### src/rtl/fault_ticker_mc.sv
// fault_ticker_mc: multi-channel fault indicator ticker with LED pattern.
// Define FAULT_STICKY_EN to latch faults until a clr pulse.
module fault_ticker_mc #(
    parameter int NCH         = 4,
    parameter int LED_W       = 3,
    parameter int TICK_CYCLES = 50_000_000,
    parameter int ID_W        = (NCH > 1) ? $clog2(NCH) : 1
) (
    input  logic             clk,
    input  logic             rst_n,
    input  logic [NCH-1:0]   fault,
    input  logic [1:0]       mode,
    input  logic             clr,
    output logic [LED_W-1:0] led,
    output logic             active,
    output logic [ID_W-1:0]  fault_id
);

    localparam int CNT_W = (TICK_CYCLES > 2) ? $clog2(TICK_CYCLES) : 1;
    localparam logic [CNT_W-1:0] CNT_MAX = CNT_W'(TICK_CYCLES - 1);

    logic [NCH-1:0]   eff;
    logic [NCH-1:0]   f_q;
    logic [CNT_W-1:0] cnt;
    logic             rise;
    logic             tick;
    logic [LED_W-1:0] led_step;
    logic [LED_W-1:0] led_init;
    logic [ID_W-1:0]  id_nxt;

`ifdef FAULT_STICKY_EN
    logic [NCH-1:0] lat;

    // A fault asserted together with clr wins and stays latched.
    always_ff @(posedge clk or negedge rst_n) begin
        if (!rst_n) begin
            lat <= '0;
        end else begin
            lat <= (lat & ~{NCH{clr}}) | fault;
        end
    end

    assign eff = lat;
`else
    logic unused_clr;

    assign unused_clr = clr;
    assign eff        = fault;
`endif

    assign rise     = |(eff & ~f_q);
    assign tick     = (cnt == CNT_MAX);
    assign led_init = mode[1] ? {LED_W{1'b1}} : LED_W'(1);

    always_comb begin
        led_step = led;
        case (mode)
            2'b00:   led_step = {led[LED_W-2:0], led[LED_W-1]};
            2'b01:   led_step = {led[0], led[LED_W-1:1]};
            2'b10:   led_step = ~led;
            default: led_step = led;
        endcase
    end

    // Scan downwards so the lowest active index is the last assignment.
    always_comb begin
        id_nxt = '0;
        for (int i = NCH - 1; i >= 0; i--) begin
            if (eff[i]) id_nxt = ID_W'(i);
        end
    end

    always_ff @(posedge clk or negedge rst_n) begin
        if (!rst_n) begin
            f_q      <= '0;
            active   <= 1'b0;
            fault_id <= '0;
        end else begin
            f_q      <= eff;
            active   <= |eff;
            fault_id <= id_nxt;
        end
    end

    always_ff @(posedge clk or negedge rst_n) begin
        if (!rst_n) begin
            led <= '0;
            cnt <= '0;
        end else if (eff == '0) begin
            led <= '0;
            cnt <= '0;
        end else if (rise) begin
            led <= led_init;
            cnt <= '0;
        end else if (tick) begin
            led <= led_step;
            cnt <= '0;
        end else begin
            cnt <= cnt + 1'b1;
        end
    end

endmodule

### config.mk
export PLATFORM = sky130hd
export DESIGN_NAME = fault_ticker_mc
export DESIGN_NICKNAME = d
export VERILOG_FILES = /design/src/rtl/fault_ticker_mc.sv
export SDC_FILE = /design/constraint.sdc
export NUM_CORES = 1
export LEC_CHECK = 0
export CAP_MARGIN = 0
export CORE_MARGIN = 1
export CORE_UTILIZATION = 30
export CTS_BUF_LIST = sky130_fd_sc_hd__clkbuf_8
export DETAILED_ROUTE_END_ITERATION = 7
export PLACE_DENSITY = 0.59
export SYNTH_ARGS = -nofsm -noshare
export SYNTH_HDL_FRONTEND = slang
export SYNTH_SLANG_ARGS = --single-unit
export TNS_END_PERCENT = 5
### constraint.sdc
create_clock -name clk -period 1.75 [get_ports clk]
set_input_delay 0.35 -clock clk [delete_from_list [all_inputs] [get_ports clk]]
set_output_delay 0.35 -clock clk [all_outputs]
set_load 0.1 [all_outputs]
* Yosys cells after proc, flatten, opt, wreduce, memory -nomap -nowiden *
Index checks and enable logic that the tools add are counted.

storage, ports and cells
  register bits = 36
  latch bits = 0
  RAM bits = 0
  memory bits (read-only) = 0
  bits of input ports = 9
  output and inout bits = 6
  memories = 0

cells by class
  $add $sub $neg = 1
  multiply operators = 0
  divide/modulo/power cells = 0
  magnitude comparators = 0
  equal/unequal tests = 3
  shift operators = 0
  mux-type cells = 12
  bitwise logic cells = 3
  reduce and logical (&&, ||, !) cells = 7

operators by type and width
  cell                                           number
  2-to-1 mux 26 bit                              3
  adder 26 x 1 -> 26 bit, second input constant  1
  == test 26 bit, second input constant          1
  2-to-1 mux 3 bit                               4
  one-hot mux 3 bit (3 select lines)             1
  2-to-1 mux 2 bit                               4
  OR reduction 4 bit                             2
  nonzero test 5 bit                             1
  AND 4 bit                                      1
  zero test 4 bit                                1
  NOT 4 bit                                      1
  NOT 3 bit                                      1
  nonzero test 3 bit                             1
  == test 2 x 1 -> 1 bit, second input constant  1
  == test 2 bit, second input constant           1
  zero test 2 bit                                1
  AND reduction 2 bit                            1

* Longest topological paths before layout *
  word-level depth = 5
  depth in mapped cells = 6
  gate-level depth less buffers = 6

* Least setup slack after synthesis *
No wires, ideal clock.

  path kind = reg2reg
  start = reg cnt[0]
  end = reg cnt[16]
  library setup time = 77 ps
  arrival time = 1553 ps
  data required time = 1673 ps
  path slack = 119 ps
  cell stages (with the launch flop) = 7
  buffers on the path = 1
  period minus slack after synthesis = 1631 ps
  path through = dfrtp_1 > ha_1 > and3_1 > nand4_2 > buf_6 > or3_1 > a21oi_1

between the ends
  word-level cells in the longest chain between the ends = 4
  elaborated cells on any way between the ends = 5
  classes of those cells = 1 x add/sub; 1 x eq/ne; 3 x mux

RTL lines
  element                                                          line    RTL
  from (decl)                                                      24      logic [CNT_W-1:0] cnt;
  from (signal assigned)                                           99      cnt <= cnt + 1'b1;
  adder 26 x 1 -> 26 bit / == test 26 bit (equally long branches)  99, 52
  2-to-1 mux 26 bit (*)                                            95      end else if (tick) begin
  2-to-1 mux 26 bit (*)                                            92      end else if (rise) begin
  2-to-1 mux 26 bit (*)                                            89      end else if (eff == '0) begin

Every way passes the cells marked *; elsewhere a longest branch is shown, timed or not.
A chain may end at the register's enable or synchronous reset.

* Worst setup path in the final report *
  start = in mode[0]
  end = reg led[2]

between the ends
  word-level cells in the longest chain between the ends = 5
  elaborated cells on any way between the ends = 9
  classes of those cells = 2 x eq/ne; 4 x mux; 3 x reduce/logical

RTL lines
  element                                line  RTL
  from (decl)                            12    input logic [1:0] mode,
  == test 2 bit (tied with other cells)  57    case (mode)
  one-hot mux 3 bit (3 select lines)     57
  2-to-1 mux 3 bit                       95
  2-to-1 mux 3 bit                       92
  2-to-1 mux 3 bit                       89
  to (signal assigned)                   93    led <= led_init;
  to (signal assigned)                   96    led <= led_step;
  to (decl)                              14    output logic [LED_W-1:0] led,

Parallel ways exist; a longest one is shown, timed or not. The select of a mux whose other input is x is not followed.

==> results.sh <==
export IMPL_synth_common_cells="dfrtp_1, nor2_1, a21oi_1, nand3_1, nand2_1"
export IMPL_cp_arrival_ns=1.84
export IMPL_end_kind="register"
export IMPL_nFillCells=599
export IMPL_setup_viol=0
export IMPL_status="complete, no violations"
export IMPL_rsz0062_at_grt="yes"
export IMPL_synth_area_top_cells="dfrtp_1, nor2_1, xor2_1"
export IMPL_dp_hpwl_um=3060
export IMPL_dieHeight_um=81.9
export IMPL_track_usage_pct=13.9
export IMPL_ir_drop_v=0.000398
export IMPL_core_sq_um=6030
export IMPL_clock_sinks=36
export IMPL_synth_cells=197
export IMPL_synthFlopType="dfrtp_1"
export IMPL_crit_path_max_incr_delay_ns=0.47
export IMPL_vias_per_cell=5.16
export IMPL_switching_power_mw=0.468
export IMPL_start_kind="input port"
export IMPL_antenna_found_initial=0
export IMPL_cts_made_buffers=5
export IMPL_maxCapViolCount=0
export IMPL_crit_chain="clkdlybuf4s50_1 > inv_1 > ha_4 > nor2_2 > nor4_2 > buf_4 > a211oi_1 > a211oi_2"
export IMPL_cts_root_buf="clkbuf_8"
export IMPL_htreeDepth=2
export IMPL_pwr_density_cell_nw_per_um2=696
export IMPL_syn_area_sq_um=1910
export IMPL_path_class="input port to register"
export IMPL_syn_avg_cell_area_sq_um=9.71
export IMPL_yosysTopAreaCell="dfrtp_1"
export IMPL_grt_ovfl_total=0
export IMPL_hold_ws_ns=0.0115
export IMPL_finalCritPeriodShare_pct=95.9
export IMPL_finalHoldViolCount=0
export IMPL_comb_power_share_pct=16.6
export IMPL_fmax_mhz=596
export IMPL_antenna_cells=0
export IMPL_grt_pass1_vias=1538
export IMPL_p_seq_share_pct=48.5
export IMPL_firstDrtPassIters=4
export IMPL_hp_class="input port to asynchronous set/reset pin"
export IMPL_dieArea_sq_um=6700
export IMPL_drive_above_1_share_pct=25.1
export IMPL_ys_warnings_count=0
export IMPL_numPortBuffers=13
export IMPL_dr_first_iter_drc_count=101
export IMPL_via_count=1642
export IMPL_crit_required_ns=1.91
export IMPL_finalCriticalPeriod_ns=1.68
export IMPL_drc=0
export IMPL_synth_seq_cells=36
export IMPL_io_pins=15
export IMPL_area_growth_pct=34.8
export IMPL_synth_cell_types=37
export IMPL_slew_headroom_pct=68.4
export IMPL_leakage_nw=1.08
export IMPL_synth_nets=210
export IMPL_async_reset_ff_share_pct=100
export IMPL_drt_antenna_violating_nets=0
export IMPL_grt_max_degree=20
export IMPL_yosysMostFrequentCell="dfrtp_1"
export IMPL_drt_total_wl_um=4230
export IMPL_intPower_mw=1.33
export IMPL_r2r_slack_ns=0.08
export IMPL_synth_seq_area_share_pct=47.1
export IMPL_grt_pass1_wl_um=7090
export IMPL_setup_tns_ns=0
export IMPL_rows=28
export IMPL_clk_pin_slew_worst_paths_ns=0.07
export IMPL_max_clock_path_buffers=2
export IMPL_nets=256
export IMPL_routabilityCongestion=0.781
export IMPL_clockPowerShare_pct=35.0
export IMPL_sw_frac_of_total_pct=26.1
export IMPL_initial_core_util_pct=31.7
export IMPL_fin_skew_ns=0.00624
export IMPL_clkLatencyLatePin_ns=0.28
export IMPL_cp_slowest_cell="clkdlybuf4s50_1"
export IMPL_wl_per_cell_um=13.3
export IMPL_path_max_fanout=4
export IMPL_cts_tree="built"
export IMPL_die_w_um=81.9
export IMPL_worst_pin_slew_ns=0.474
export IMPL_synth_top_area_share_pct=47.1
export IMPL_slew_violations=0
export IMPL_synth_edf_count=0
export IMPL_ctsHoldBuffers=0
## routing by layer
| metal | part of all wire, % | vias to the layer above | GRT usage (%) |
|---|---|---|---|
| met2 | 47 | 25 | 22.6 |
| met1 | 48 | 799 | 18.1 |
| met4 | 1.1 | 0 | 4.21 |
| met3 | 3.5 | 5 | 3.33 |
| met5 | 0 | - | 0 |
| li1 | - | 813 | - |
## what timing repair did
item	in CTS	in global routing
setup endpoints to repair	0	28
buffers inserted	0	0
gates resized for setup	0	10
## worst paths after layout
| kind | end | startpoint | cells past startpoint |
|---|---|---|---|
| setup / recovery | led[2] | mode[0] | 8 |
| min in group clk | cnt[0] | cnt[0] | 2 |
| max in group asynchronous | cnt[20] | rst_n | 2 |
| hold reg to reg | cnt[0] | cnt[0] | 2 |
| setup reg to reg | cnt[14] | cnt[10] | 5 |
| hold / removal | active | rst_n | 1 |
## stage by stage
stage	util (%)	area, sq um	worst slack (ns)	power, mW	std cells
2_1_floorplan	-	1910	0.119	1.02	197
3_3_place_gp	40.2	2420	-0.223	1.17	311
3_5_place_dp	40.2	2420	-0.305	1.18	311
4_1_cts	41.8	2520	0.00102	1.82	318
5_1_grt	42.8	2580	-0.0246	1.87	318
6_report	42.8	2580	0.0724	1.80	318
## layout make-up
type | instances | area (sq um) | area share (%)
Multi-Input combinational cell | 147 | 998 | 38.7
Sequential cell | 36 | 901 | 34.9
Timing Repair Buffer | 44 | 455 | 17.7
Clock buffer | 7 | 96.3 | 3.74
Tap cell | 75 | 93.8 | 3.64
Inverter | 9 | 33.8 | 1.31
## registers in the layout (all words and copies together) (netlist names)
| name | flops |
|---|---|
| cnt | 26 |
| led | 3 |
| active | 1 |
| f_q | 4 |
| fault_id | 2 |
## power by group through the flow
stage	Combinational [mW]	Clock [mW]	Sequential (mW)
after floorplan	0.0692	0	0.954
after global placement	0.288	0	0.886
after detailed placement	0.290	0	0.886
after CTS	0.291	0.655	0.870
after global routing	0.320	0.681	0.872
final	0.297	0.628	0.870
## critical path, delay by kind of cell
kind                       cells  cell delay [ns]
AOI/OAI and AO/OA              2             0.36
buffers and inverters          3             0.70
adders and majority gates      1             0.25
and+or+nand+nor                2             0.17
## kinds of logic after synthesis
kind of cell             share of synthesized area (%)
buffers and inverters                             3.99
XOR/XNOR                                          5.49
AO/OA/AOI/OAI                                     12.6
adder cells (fa/ha/maj)                           2.62
AND/OR/NAND/NOR                                   28.2
flip-flops                                        47.1
## cells in the final DEF, fill, tap and decap left out, types with 2 or more instances in the layout
| cell | n |
|---|---|
| dfrtp_1 | 36 |
| buf_4 | 28 |
| nor2_1 | 21 |
| a21oi_1 | 13 |
| nand3_1 | 12 |
| nand2_1 | 10 |
| inv_1 | 9 |
| buf_12 | 9 |
| or4_1 | 8 |
| xor2_1 | 8 |
| clkbuf_8 | 7 |
| o31ai_1 | 6 |
| nand2b_1 | 6 |
| clkdlybuf4s50_1 | 6 |
| o21ai_0 | 5 |
| or3_1 | 5 |
| a211oi_1 | 5 |
| nand4_1 | 4 |
| nor3_1 | 4 |
| xnor2_1 | 4 |
| and3_1 | 3 |
| and4_1 | 3 |
| a31oi_1 | 3 |
| ha_1 | 3 |
| nand4_4 | 2 |
| nand4bb_1 | 2 |
| nor4_2 | 2 |
| nor4b_1 | 2 |
| a211oi_2 | 2 |
Note: power is estimated with default switching activity, not from simulation.
